===== src/rtl/cam_types_pkg.sv =====
// Shared CAM types: key/value/error definitions plus the request record
// queued by cam_req_driver.
package cam_types;

   typedef logic [15:0] key_t;
   typedef logic [15:0] val_t;

   typedef enum logic [0:0] {
      NO_ERROR   = 1'b0,
      READ_ERROR = 1'b1
   } error_e;

   typedef enum logic [0:0] {
      CAM_READ  = 1'b0,
      CAM_WRITE = 1'b1
   } cam_op_e;

   typedef struct packed {
      cam_op_e op;
      key_t    key;
      val_t    val;
   } cam_req_t;

   parameter int req_fifo_depth_p = 4;

endpackage


===== src/rtl/cam_req_driver_if.sv =====
// CAM-side operation bus: the driver strobes operations, the CAM returns
// read data and hit status one cycle after a read strobe.
interface cam_req_driver_if;
   import cam_types::*;

   logic cam_valid_o;
   logic cam_rw_n_o;
   key_t cam_key_o;
   val_t cam_val_o;
   val_t cam_rdata_i;
   logic cam_hit_i;

   modport master (
      output cam_valid_o,
      output cam_rw_n_o,
      output cam_key_o,
      output cam_val_o,
      input  cam_rdata_i,
      input  cam_hit_i
   );

   modport slave (
      input  cam_valid_o,
      input  cam_rw_n_o,
      input  cam_key_o,
      input  cam_val_o,
      output cam_rdata_i,
      output cam_hit_i
   );

endinterface


===== src/rtl/cam_req_driver_fifo.sv =====
// Circular request FIFO; pointers carry one extra wrap bit so full and
// empty are distinguished without a separate occupancy counter.
module cam_req_fifo
   import cam_types::*;
#(
   parameter int DEPTH = req_fifo_depth_p
) (
   input  logic     clk,
   input  logic     rst_n,
   input  logic     push,
   input  logic     pop,
   input  cam_req_t din,
   output cam_req_t dout,
   output logic     full,
   output logic     empty
);

   localparam int AW = $clog2(DEPTH);

   cam_req_t       mem [DEPTH];
   logic [AW:0]    wr_ptr;
   logic [AW:0]    rd_ptr;

   assign empty = (wr_ptr == rd_ptr);
   assign full  = (wr_ptr[AW] != rd_ptr[AW]) && (wr_ptr[AW-1:0] == rd_ptr[AW-1:0]);
   assign dout  = mem[rd_ptr[AW-1:0]];

   always_ff @(posedge clk or negedge rst_n) begin
      if (!rst_n) begin
         wr_ptr <= '0;
         rd_ptr <= '0;
      end else begin
         if (push && !full) wr_ptr <= wr_ptr + (AW+1)'(1);
         if (pop && !empty) rd_ptr <= rd_ptr + (AW+1)'(1);
      end
   end

   // Storage holds no control state, so it is left out of reset.
   always_ff @(posedge clk) begin
      if (push && !full) mem[wr_ptr[AW-1:0]] <= din;
   end

endmodule


===== src/rtl/cam_req_driver.sv =====
// Queues read/write requests and issues them to a CAM in acceptance order,
// holding one read response at a time for the requester.
module cam_req_driver
   import cam_types::*;
#(
   parameter int DEPTH = req_fifo_depth_p
) (
   input  logic                  clk,
   input  logic                  rst_n,
   input  logic                  req_valid,
   output logic                  req_ready,
   input  logic                  req_rw_n,
   input  key_t                  req_key,
   input  val_t                  req_val,
   cam_req_driver_if.master      cam,
   output logic                  resp_valid,
   input  logic                  resp_ready,
   output val_t                  resp_val,
   output logic                  resp_miss,
   output logic [7:0]            miss_cnt
);

   typedef enum logic [1:0] {
      IDLE    = 2'd0,
      RD_WAIT = 2'd1,
      RESP    = 2'd2
   } state_e;

   state_e   state;
   error_e   resp_err;
   cam_req_t fifo_din;
   cam_req_t head;
   logic     fifo_full;
   logic     fifo_empty;
   logic     push;
   logic     issue;

   assign req_ready = !fifo_full;
   assign push      = req_valid && req_ready;

   // Read requests carry no data; store zero so the CAM bus stays quiet.
   always_comb begin
      fifo_din.op  = req_rw_n ? CAM_READ : CAM_WRITE;
      fifo_din.key = req_key;
      fifo_din.val = req_rw_n ? '0 : req_val;
   end

   cam_req_fifo #(
      .DEPTH (DEPTH)
   ) u_fifo (
      .clk   (clk),
      .rst_n (rst_n),
      .push  (push),
      .pop   (issue),
      .din   (fifo_din),
      .dout  (head),
      .full  (fifo_full),
      .empty (fifo_empty)
   );

   assign issue           = (state == IDLE) && !fifo_empty;
   assign cam.cam_valid_o = issue;
   assign cam.cam_rw_n_o  = issue && (head.op == CAM_READ);
   assign cam.cam_key_o   = issue ? head.key : '0;
   assign cam.cam_val_o   = issue ? head.val : '0;

   assign resp_valid = (state == RESP);
   assign resp_miss  = (resp_err == READ_ERROR);

   always_ff @(posedge clk or negedge rst_n) begin
      if (!rst_n) begin
         state    <= IDLE;
         resp_val <= '0;
         resp_err <= NO_ERROR;
         miss_cnt <= '0;
      end else begin
         case (state)
            IDLE: begin
               if (issue && (head.op == CAM_READ)) state <= RD_WAIT;
            end
            RD_WAIT: begin
               state <= RESP;
               if (cam.cam_hit_i) begin
                  resp_val <= cam.cam_rdata_i;
                  resp_err <= NO_ERROR;
               end else begin
                  resp_val <= '0;
                  resp_err <= READ_ERROR;
                  if (miss_cnt != 8'hFF) miss_cnt <= miss_cnt + 8'd1;
               end
            end
            RESP: begin
               if (resp_ready) state <= IDLE;
            end
            default: state <= IDLE;
         endcase
      end
   end

endmodule


===== src/flat_wrapper.sv =====
// flat-port wrapper written by rule: the top's interface ports become plain ports
module cam_req_driver_flat import cam_types::*;
#(
   parameter int DEPTH = req_fifo_depth_p
)
  (clk, rst_n, req_valid, req_ready, req_rw_n, req_key, req_val, resp_valid, resp_ready, resp_val, resp_miss, miss_cnt, cam_cam_valid_o, cam_cam_rw_n_o, cam_cam_key_o, cam_cam_val_o, cam_cam_rdata_i, cam_cam_hit_i);
  cam_req_driver_if cam_i ();
  input  logic clk;
  input  logic rst_n;
  input  logic req_valid;
  output logic req_ready;
  input  logic req_rw_n;
  input  key_t req_key;
  input  val_t req_val;
  output logic resp_valid;
  input  logic resp_ready;
  output val_t resp_val;
  output logic resp_miss;
  output logic [7:0] miss_cnt;
  output wire logic [$bits(cam_i.cam_valid_o)-1:0] cam_cam_valid_o;
  output wire logic [$bits(cam_i.cam_rw_n_o)-1:0] cam_cam_rw_n_o;
  output wire logic [$bits(cam_i.cam_key_o)-1:0] cam_cam_key_o;
  output wire logic [$bits(cam_i.cam_val_o)-1:0] cam_cam_val_o;
  input wire logic [$bits(cam_i.cam_rdata_i)-1:0] cam_cam_rdata_i;
  input wire logic [$bits(cam_i.cam_hit_i)-1:0] cam_cam_hit_i;
  assign cam_cam_valid_o = cam_i.cam_valid_o;
  assign cam_cam_rw_n_o = cam_i.cam_rw_n_o;
  assign cam_cam_key_o = cam_i.cam_key_o;
  assign cam_cam_val_o = cam_i.cam_val_o;
  assign cam_i.cam_rdata_i = cam_cam_rdata_i;
  assign cam_i.cam_hit_i = cam_cam_hit_i;
  cam_req_driver #(.DEPTH(DEPTH)) u_core (.clk(clk), .rst_n(rst_n), .req_valid(req_valid), .req_ready(req_ready), .req_rw_n(req_rw_n), .req_key(req_key), .req_val(req_val), .cam(cam_i), .resp_valid(resp_valid), .resp_ready(resp_ready), .resp_val(resp_val), .resp_miss(resp_miss), .miss_cnt(miss_cnt));
endmodule

===== config.mk =====
export PLATFORM = sky130hd
export DESIGN_NAME = cam_req_driver_flat
export DESIGN_NICKNAME = d
export VERILOG_FILES = /design/src/rtl/cam_types_pkg.sv /design/src/rtl/cam_req_driver_if.sv /design/src/rtl/cam_req_driver_fifo.sv /design/src/rtl/cam_req_driver.sv /design/src/flat_wrapper.sv
export SDC_FILE = /design/constraint.sdc
export NUM_CORES = 1
export LEC_CHECK = 0
export BUFFER_PORTS_ARGS = -buffer_cell sky130_fd_sc_hd__buf_2
export CAP_MARGIN = 20
export CORE_MARGIN = 10
export CORE_UTILIZATION = 55
export DETAILED_ROUTE_END_ITERATION = 10
export PLACE_DENSITY_LB_ADDON = 0.08
export SYNTH_ARGS = -nofsm -noshare
export SYNTH_HDL_FRONTEND = slang
export SYNTH_SLANG_ARGS = --single-unit

===== constraint.sdc =====
create_clock -name clk -period 3.2 [get_ports clk]
set_clock_uncertainty 0.2 [all_clocks]
set_input_delay 0.64 -clock clk [delete_from_list [all_inputs] [get_ports clk]]
set_output_delay 0.64 -clock clk [all_outputs]
set_load 0.01 [all_outputs]

==> run_results.csv <==
group,metric,value,unit
route,drc,0,
critical_path,critPathLaunchType,"flop",
clock_tree,insertion_delay,0.41,ns
floorplan,core,11900,sq um
critical_path,critPathMaxStageDelay,0.56,ns
clock_tree,postCtsSetupRepairBufs,0,
power_and_ir_drop,power_frac_comb,34.7,%
synth,yosysMostFrequentCell,"edfxtp_1",
global_route,antenna_found_initial,0,
synth,syn_area,6630,sq um
route,m1WireLength,5460,um
route,wirelength,12600,um
route,routed-wl-met2,6210,um
synth,yosysTopAreaCell,"edfxtp_1",
clock_tree,clk_pin_slew_worst_paths,0.06,ns
power_and_ir_drop,switchingPower,2560,uW
min_path,hp-class,"in -> async",
floorplan,dieArea,16800,sq um
synth,synth-seq-cells,165,
timing,drv_slew,0,
route,viasPerCell,5.42,
timing,setup-tns-final,0,ns
synth,syn-num-nets,437,
synth,netlist.area_leader.share,59.8,%
job,maxCapViolations,0,
global_route,grt_max_degree,36,
placed_design,post-place-cells,626,
critical_path,cp_max_fo,17,
route,wire_per_inst,19.1,um
timing,max_freq,348,MHz
critical_path,cp.arrival,2.03,ns
synth,seq_area_frac_synth,72.3,%
clock_tree,clock_path_buffers,2,
power_and_ir_drop,power.internal,5410,uW
clock_tree,cts_sinks,165,
finish,antenna_cells,0,
clock_tree,cts_buffers,17,
route,wl_met3,778,um
route,drtIter0Drc,248,
route,final_antenna_net_count,0,
route,firstDrtPassIters,4,
critical_path,endpoint_kind,"output port",
clock_tree,h-tree-depth,4,
floorplan,start_util,55.6,%
clock_tree,hold_buffers,0,
finish,fin_nets,558,
power_and_ir_drop,ir_drop,0.000494,V
placed_design,gp_congestion,0.725,
global_route,grt_pass1_wl,20100,um
power_and_ir_drop,clockPowerShare,25.9,%
power_and_ir_drop,power_density,1000,nW/um^2
floorplan,num_io_pins,115,
power_and_ir_drop,sw_frac_of_total,32.2,%
synth,synth_ff_type,"edfxtp_1",
route,routed.top_layer,"met4",
synth,synth_edf_count,132,
global_route,grt_pass1_vias,3833,
critical_path,cp_top_family,"multiplexers",
timing,tightest_slew,0.935,ns
critical_path,critPathSlowestCell,"mux4_2",
floorplan,num_rows,40,
synth,syn_area_per_cell,17.6,sq um
power_and_ir_drop,power_frac_seq,39.4,%
synth,synthTopCellsByArea,"edfxtp_1 (60%), dfrtp_1 (12%), mux4_2 (11%)",
synth,synthTopCellsByCount,"edfxtp_1 (132), nor2b_1 (48), nand2_1 (39), dfrtp_1 (33), mux4_2 (33)",
global_route,grtUsageTotal,15.7,%
critical_path,cp_data_required_time,2.36,ns
power_and_ir_drop,p_leak,0.00309,uW
critical_path,cp_num_buf_inv,2,
placed_design,dp_hpwl,7910,um
synth,postSynth.asyncResetShare,20.0,%
finish,drive_above_1_share,39.3,%
route,dr_total_vias,3564,
timing,min_period_over_period,89.8,%
synth,syn_inst,377,
clock_tree,ctsResizeCount,0,
placed_design,numPortBuffers,114,
timing,holdWs,0.0815,ns
critical_path,path_cells,"buf_4, mux4_2, nor2b_1, buf_2",
finish,syn_to_final_growth,19.9,%
floorplan,fp.dieH,130,um
clock_tree,cts_tree,"built",
finish,stdcell_count,658,
synth,yosys_warnings,0,
timing,period_minus_slack,2.87,ns
clock_tree,cts.root.buffer_cell,"clkbuf_16",
floorplan,dieWidth,130,um
timing,relSlewSlack,37.7,%
global_route,grt_overflow,0,
timing,setup_viol,0,
timing,hold_violations,0,
synth,synth.distinct_cells,33,
timing,rsz0062_at_grt,"no",
outcome,status,"finished clean",
critical_path,crit_type,"reg -> out",
cells by family (layout without fill, tap and decap cells):
group	Yosys count	after routing	share of synthesized area, %
XOR/XNOR	10	10	1.55
buffers and inverters	24	158	1.93
AO/OA/AOI/OAI	24	24	2.08
multiplexers	39	39	12.2
AND/OR/NAND/NOR	109	109	8.80
adder cells (fa/ha/maj)	6	6	1.13
flip-flops	165	165	72.3
placed cells by master, fill, tap and decap left out, types with 3 or more instances in the layout:
master,count
bufinv_16,3
and3_2,3
buf_2,114
xor2_1,5
dfrtp_1,31
clkinvlp_4,6
clkinv_4,3
ha_1,6
nand2_1,39
inv_1,6
nor2_1,6
mux2_2,5
buf_4,5
nor2b_1,48
xnor2_1,3
edfxtp_1,132
clkbuf_16,17
o21ai_0,18
mux4_2,33
layer usage:
| layer | vias up | global-route usage, % |
|---|---|---|
| met3 | 13 | 4.83 |
| met4 | 0 | 5.56 |
| met5 | - | 0 |
| met2 | 108 | 25.6 |
| li1 | 1661 | - |
| met1 | 1782 | 19.6 |
flip-flops by register name, summed over array words and instances, names as in the netlist:
register and cells:
u_core.u_fifo.rd_ptr 3, u_core.u_fifo.wr_ptr 3, u_core.miss_cnt 8, u_core.resp_miss 1
u_core.state 2, u_core.u_fifo.mem 132, u_core.resp_val 16
metrics by stage:
step / total power [uW] / worst slack (ns) / utilization, % / cell area [sq um]
5_1_grt: 8450 / 0.195 / 66.7 / 7950
3_3_place_gp: 5990 / 0.728 / 61.6 / 7340
4_1_cts: 8100 / 0.275 / 66.7 / 7950
2_1_floorplan: 5010 / 0.843 / - / 6630
3_5_place_dp: 6030 / 0.736 / 61.6 / 7340
6_report: 7970 / 0.326 / 66.7 / 7950
worst paths after layout:
path                                    startpoint                       end  slack, ns  depth (start not counted)
min reg2reg                     u_core.resp_val[5]        u_core.resp_val[5]       0.28                          2
max                        u_core.u_fifo.rd_ptr[0]          cam_cam_key_o[6]       0.33                          4
min in group clk                        req_key[1]  u_core.u_fifo.mem[2][17]       0.23                          1
max in group asynchronous                    rst_n   u_core.u_fifo.rd_ptr[0]       2.20                          1
min                                          rst_n        u_core.miss_cnt[6]       0.08                          1
max reg2reg                u_core.u_fifo.wr_ptr[2]  u_core.u_fifo.mem[0][26]       0.94                          3
power groups by stage:
stage	clock (uW)	combinational [uW]	sequential (uW)
final	2070	2760	3140
after global routing	2190	3060	3200
after CTS	2100	2860	3150
after detailed placement	0	2840	3190
after global placement	0	2830	3160
after floorplan	0	1830	3190
layout make-up:
| type | instances | area [sq um] |
|---|---|---|
| Sequential cell | 165 | 4790 |
| Fill cell | 845 | 3970 |
| Multi-Input combinational cell | 188 | 1710 |
| Timing Repair Buffer | 120 | 628 |
| Clock buffer | 18 | 429 |
| Tap cell | 147 | 184 |
| Clock inverter | 14 | 179 |
| Inverter | 6 | 22.5 |
No activity file was read; power rests on OpenSTA's default activity.
